--- src/rtl/pwm_shader_pkg.sv ---
// -----------------------------------------------------------------------------
// pwm_shader_pkg
// Shared defaults and helpers for the PWM row shader.
//   PWM_CHANNELS_DEF : default number of row outputs
//   PWM_WIDTH_DEF    : default intensity bits per channel (period = 2^WIDTH)
//   PWM_DIV_DEF      : default clocks per PWM step
//   PWM_WIDTH_MAX    : widest intensity the gamma helper supports
//   gamma_sq()       : square-law intensity map, (v*v) >> width
// -----------------------------------------------------------------------------
package pwm_shader_pkg;

  localparam int PWM_CHANNELS_DEF = 32;
  localparam int PWM_WIDTH_DEF    = 5;
  localparam int PWM_DIV_DEF      = 1;
  localparam int PWM_WIDTH_MAX    = 16;

  // The full 2*W-bit product is formed before the shift, so no high bits are
  // lost; the result always fits back into W bits.
  function automatic logic [PWM_WIDTH_MAX-1:0] gamma_sq(
    input logic [PWM_WIDTH_MAX-1:0] v,
    input int                       width
  );
    logic [2*PWM_WIDTH_MAX-1:0] prod;
    logic [2*PWM_WIDTH_MAX-1:0] shifted;
    prod    = {{PWM_WIDTH_MAX{1'b0}}, v} * {{PWM_WIDTH_MAX{1'b0}}, v};
    shifted = prod >> width;
    return shifted[PWM_WIDTH_MAX-1:0];
  endfunction

endpackage

--- src/rtl/pwm_timebase.sv ---
// -----------------------------------------------------------------------------
// pwm_timebase
// Step prescaler and phase counter shared by all PWM channels.
//   clk          : sole clock, rising edge
//   rst_n        : asynchronous active-low reset
//   en           : run enable; when low the prescaler and phase hold
//   phase        : current step within the period (0 .. 2^WIDTH-1)
//   boundary     : combinational, high in the cycle of the tick that wraps phase
//   period_start : registered one-clock pulse on the edge after a boundary tick
// -----------------------------------------------------------------------------
module pwm_timebase
  import pwm_shader_pkg::*;
#(
  parameter int WIDTH = PWM_WIDTH_DEF,
  parameter int DIV   = PWM_DIV_DEF
) (
  input  logic             clk,
  input  logic             rst_n,
  input  logic             en,
  output logic [WIDTH-1:0] phase,
  output logic             boundary,
  output logic             period_start
);

  // A 1-bit prescaler is kept even for DIV=1; it simply stays at zero.
  localparam int               PW         = (DIV > 1) ? $clog2(DIV) : 1;
  localparam logic [PW-1:0]    PRE_LAST   = PW'(DIV - 1);
  localparam logic [WIDTH-1:0] PHASE_LAST = '1;

  logic [PW-1:0] presc;
  logic          tick;

  assign tick     = en && (presc == PRE_LAST);
  assign boundary = tick && (phase == PHASE_LAST);

  always_ff @(posedge clk or negedge rst_n) begin
    if (!rst_n) begin
      presc        <= '0;
      phase        <= '0;
      period_start <= 1'b0;
    end else begin
      period_start <= boundary;
      if (en) begin
        presc <= tick ? '0 : presc + 1'b1;
      end
      if (tick) begin
        phase <= phase + 1'b1;
      end
    end
  end

endmodule

--- src/rtl/pwm_shader.sv ---
// -----------------------------------------------------------------------------
// pwm_shader
// Multi-channel PWM row driver with a double-buffered duty set. A new word is
// taken into a pending buffer at any time the buffer is empty and becomes the
// active duty set only at a period boundary, so a running period is never
// torn.
// Optional build macro: PWM_SHADER_GAMMA_EN -- when defined, duties are mapped
// through (v*v) >> WIDTH as they move from pending to active.
//   clk          : sole clock, rising edge
//   rst_n        : asynchronous active-low reset
//   en           : run enable; rows go dark and the timebase holds when low
//   values_in    : CHANNELS x WIDTH duties, channel i at [WIDTH*i +: WIDTH]
//   values_valid : values_in is offered
//   values_ready : pending buffer empty (combinational)
//   rows         : registered active-high row drives
//   period_start : registered one-clock pulse at each period start
// -----------------------------------------------------------------------------
module pwm_shader
  import pwm_shader_pkg::*;
#(
  parameter int CHANNELS = PWM_CHANNELS_DEF,
  parameter int WIDTH    = PWM_WIDTH_DEF,
  parameter int DIV      = PWM_DIV_DEF
) (
  input  logic                      clk,
  input  logic                      rst_n,
  input  logic                      en,
  input  logic [CHANNELS*WIDTH-1:0] values_in,
  input  logic                      values_valid,
  output logic                      values_ready,
  output logic [CHANNELS-1:0]       rows,
  output logic                      period_start
);

  logic [WIDTH-1:0]          phase;
  logic                      boundary;
  logic [CHANNELS*WIDTH-1:0] pending;
  logic                      pending_full;
  logic                      accept;
  logic [WIDTH-1:0]          active [CHANNELS];
  logic [CHANNELS-1:0]       rows_p1;

  function automatic logic [WIDTH-1:0] shade(input logic [WIDTH-1:0] v);
`ifdef PWM_SHADER_GAMMA_EN
    return WIDTH'(gamma_sq(PWM_WIDTH_MAX'(v), WIDTH));
`else
    return v;
`endif
  endfunction

  pwm_timebase #(
    .WIDTH (WIDTH),
    .DIV   (DIV)
  ) u_timebase (
    .clk          (clk),
    .rst_n        (rst_n),
    .en           (en),
    .phase        (phase),
    .boundary     (boundary),
    .period_start (period_start)
  );

  assign values_ready = !pending_full;
  assign accept       = values_valid && !pending_full;

  // Pending data needs no reset: it is only ever consumed while pending_full
  // is set, and that flag is cleared by reset.
  always_ff @(posedge clk) begin
    if (accept) begin
      pending <= values_in;
    end
  end

  // Stage p0 -> p1: duty compare against the current phase, registered onto rows
  always_ff @(posedge clk or negedge rst_n) begin
    if (!rst_n) begin
      pending_full <= 1'b0;
      rows_p1      <= '0;
      for (int i = 0; i < CHANNELS; i++) begin
        active[i] <= '0;
      end
    end else begin
      // An accept can only happen while empty, so it never collides with a
      // transfer; a boundary with an empty buffer leaves the new word pending.
      if (accept) begin
        pending_full <= 1'b1;
      end else if (boundary) begin
        pending_full <= 1'b0;
      end
      for (int i = 0; i < CHANNELS; i++) begin
        if (boundary && pending_full) begin
          active[i] <= shade(pending[WIDTH*i +: WIDTH]);
        end
        rows_p1[i] <= en && (phase < active[i]);
      end
    end
  end

  assign rows = rows_p1;

endmodule

--- config.mk ---
export PLATFORM = sky130hd
export DESIGN_NAME = pwm_shader
export DESIGN_NICKNAME = d
export VERILOG_FILES = /design/src/rtl/pwm_shader_pkg.sv /design/src/rtl/pwm_timebase.sv /design/src/rtl/pwm_shader.sv
export SDC_FILE = /design/constraint.sdc
export NUM_CORES = 1
export LEC_CHECK = 0
export ABC_AREA = 1
export BUFFER_PORTS_ARGS = -buffer_cell sky130_fd_sc_hd__buf_2
export CAP_MARGIN = 25
export CORE_MARGIN = 2
export CORE_UTILIZATION = 50
export DETAILED_ROUTE_END_ITERATION = 6
export MAX_ROUTING_LAYER = met4
export PLACE_DENSITY = 0.72
export SLEW_MARGIN = 30
export SYNTH_ARGS = -nofsm -noshare
export SYNTH_HDL_FRONTEND = slang
export SYNTH_SLANG_ARGS = --single-unit
--- constraint.sdc ---
create_clock -name clk -period 8.7 [get_ports clk]
set_input_delay 0.435 -clock clk [delete_from_list [all_inputs] [get_ports clk]]
set_output_delay 0.435 -clock clk [all_outputs]
set_load 0.02 [all_outputs]
==> run metrics <==
status=finished, final reports clean; clock-pin transition on the worst setup and hold timing paths=0.06 ns; Yosys warning count=0; Clk pwr share=0.293; setup TNS=0 ns; drt pass-1 iters=5; routed via count=11900; Bufs on Longest Clock Path=3; Worst setup SP type=register; number of synthesized register bits=360; M1 GR Usage=0.290; width of the die=187 um; combinational share of power=0.301; Worst-Margin Slew=0.944 ns; clk sinks=360; Routed Antenna Nets=0; Worst Setup Path Type=register to register; fin crit period=3.74 ns; initial antenna violation count=0; post-CTS setup buffer count=0; post-DR wirelength/cell=14.6 um; P_int=3670 uW; Resize count post-CTS=0; Worst Skew=0.0119 ns; M2 GR Usage=0.338; fin. max-slew vios=0; Synth-to-Final Area Change=15.6%; Mapped Area=16800 um^2; most frequent cells in the layout=nand2_1, inv_1, buf_2, dfrtp_1; Starting Density=0.503; TritonCTS buffer count=38; cell count after synthesis=1754; initial DRC count=766; GRT Resource Usage Total=0.215; area leader, netlist=dfrtp_1; met3 Track Usage GR=0.0298; fin nets=2219; post-synthesis sequential area ratio=0.586; Die Ht=187 um; Core Region=33300 um^2; CP Capture Type=register; Worst EP required=9.10 ns; Leak=0.00974 uW; number of global-route vias before repair=12100; fin area=19400 um^2; max_slew headroom=0.371; arrival time worst endpoint=4.14 ns; pin count of the biggest net entering global routing=132; Hold WS=0.0862 ns; Ports=198; first-pass GRT wire length=59100 um; Post-DP Area=18000 um^2; worst vdd ir=203 uV; Crit Path Max Fanout=99; Psw=1910 uW; Post-DP HPWL=21400 um; drt total wl=35100 um; CTS tree=built; global route hottest layer=met2; H-tree Lvls=2; worst skew pair latency=0.52 ns; Min-Delay Path Class=primary input to register; # rows=67; # setup viols final=0; commonest non-fill, non-tap cell in the layout=nand2_1; Port Buffers=197; largest cells by area after synthesis=dfrtp_1, edfxtp_1, nand2_1, ha_1, nand4_1; Reg power frac=0.406; fmax=268 MHz; sw frac=0.342; global route overflow=0; Mapped Nets=2048; share of layout cells above drive strength 1=0.144; MaxCap Viol Count=0; pwr/cell area=288 nW/um^2; RSZ-0062 raised after global routing=false; RD Place Congestion=0.800; syn_area_per_cell=9.55 um^2; DRC viols=0; die area=35000 um^2; Final Hold Viols=0; area share of the largest cell type after synthesis=0.299; diode count=0; Root Driver=clkbuf_16; CTS Hold Bufs=0; Synth cell types=20; Via density=4.96; Tcrit/Tclk final=0.429
==> registers in the layout, summed over array words and instances, names as in the netlist <==
signal                   cells
u_timebase.phase             5
active                     160
pending_full                 1
u_timebase.period_start      1
u_timebase.presc             1
rows                        32
pending                    160
==> through the flow <==
stage | total power [uW] | util | setup WS, ns | std cells
after floorplan | 3490 | - | 0.479 | 1754
after global placement | 3860 | 0.540 | 4.45 | 2329
after detailed placement | 3970 | 0.541 | 4.28 | 2330
after CTS | 5630 | 0.579 | 4.29 | 2399
after global routing | 6090 | 0.582 | 4.65 | 2402
final | 5580 | 0.582 | 4.96 | 2402
==> layer usage <==
layer	routed length, um	part of all wire
met3	1640	0.047
met2	16400	0.47
met5	0	0
met1	16200	0.46
met4	970	0.028
==> Yosys cell counts (all sizes together) <==
cell    count
nand2     652
inv       265
dfrtp     200
nand4     161
edfxtp    160
ha        130
nor2      101
buf        56
clkbuf     22
nand3       2
o21ai       2
clkinv      1
nor3        1
xor2        1
==> cell type report <==
type / instances / area, um^2
fill: 2818 / 13900
sequential: 360 / 9820
multi-input combinational: 1050 / 5540
timing repair buffer: 209 / 1160
clock buffer: 49 / 1050
inverter: 266 / 998
tap: 448 / 561
clock inverter: 20 / 220
==> final timing paths <==
| check | start | endpoint | slack [ns] | depth (start not counted) |
|---|---|---|---|---|
| min in group asynchronous | rst_n | active[12]$_DFFE_PN0P_ | 0.42 | 2 |
| max in group asynchronous | rst_n | u_timebase.phase[2]$_DFFE_PN0P_ | 6.87 | 4 |
| setup / recovery | u_timebase.phase[1]$_DFFE_PN0P_ | active[71]$_DFFE_PN0P_ | 4.96 | 9 |
| hold / removal | values_in[114] | pending[114]$_DFFE_PP_ | 0.09 | 1 |
| setup reg to reg | u_timebase.phase[1]$_DFFE_PN0P_ | active[71]$_DFFE_PN0P_ | 4.96 | 9 |
| hold reg to reg | active[40]$_DFFE_PN0P_ | active[40]$_DFFE_PN0P_ | 0.48 | 2 |
==> logic make-up (layout without fill, tap and decap cells) <==
group	Yosys count	after routing	synth area share
and+or+nand+nor	917	917	0.231
DFF	360	360	0.586
buffers and inverters	344	544	0.0854
adders and majority gates	130	130	0.0971
AOI/OAI and AO/OA	2	2	0.000598
xor gates and xnor gates	1	1	0.000523
==> power groups by stage <==
stage	clock (uW)	combinational, uW	sequential, uW
2_1_floorplan	0	1250	2240
3_3_place_gp	0	1570	2290
3_5_place_dp	0	1680	2290
4_1_cts	1670	1700	2260
5_1_grt	1740	2050	2300
6_report	1640	1680	2260
==> critical path, cell delays in order (launching register included) <==
cell and delay (ns):
dfrtp_4 0.82, ha_1 0.28, inv_1 0.05, nor3_1 0.31, ha_4 0.62, nand4_4 0.55
buf_16 0.36, buf_6 0.30, nand2_1 0.17, nand2_1 0.06
(Power assumes the default switching activity.)
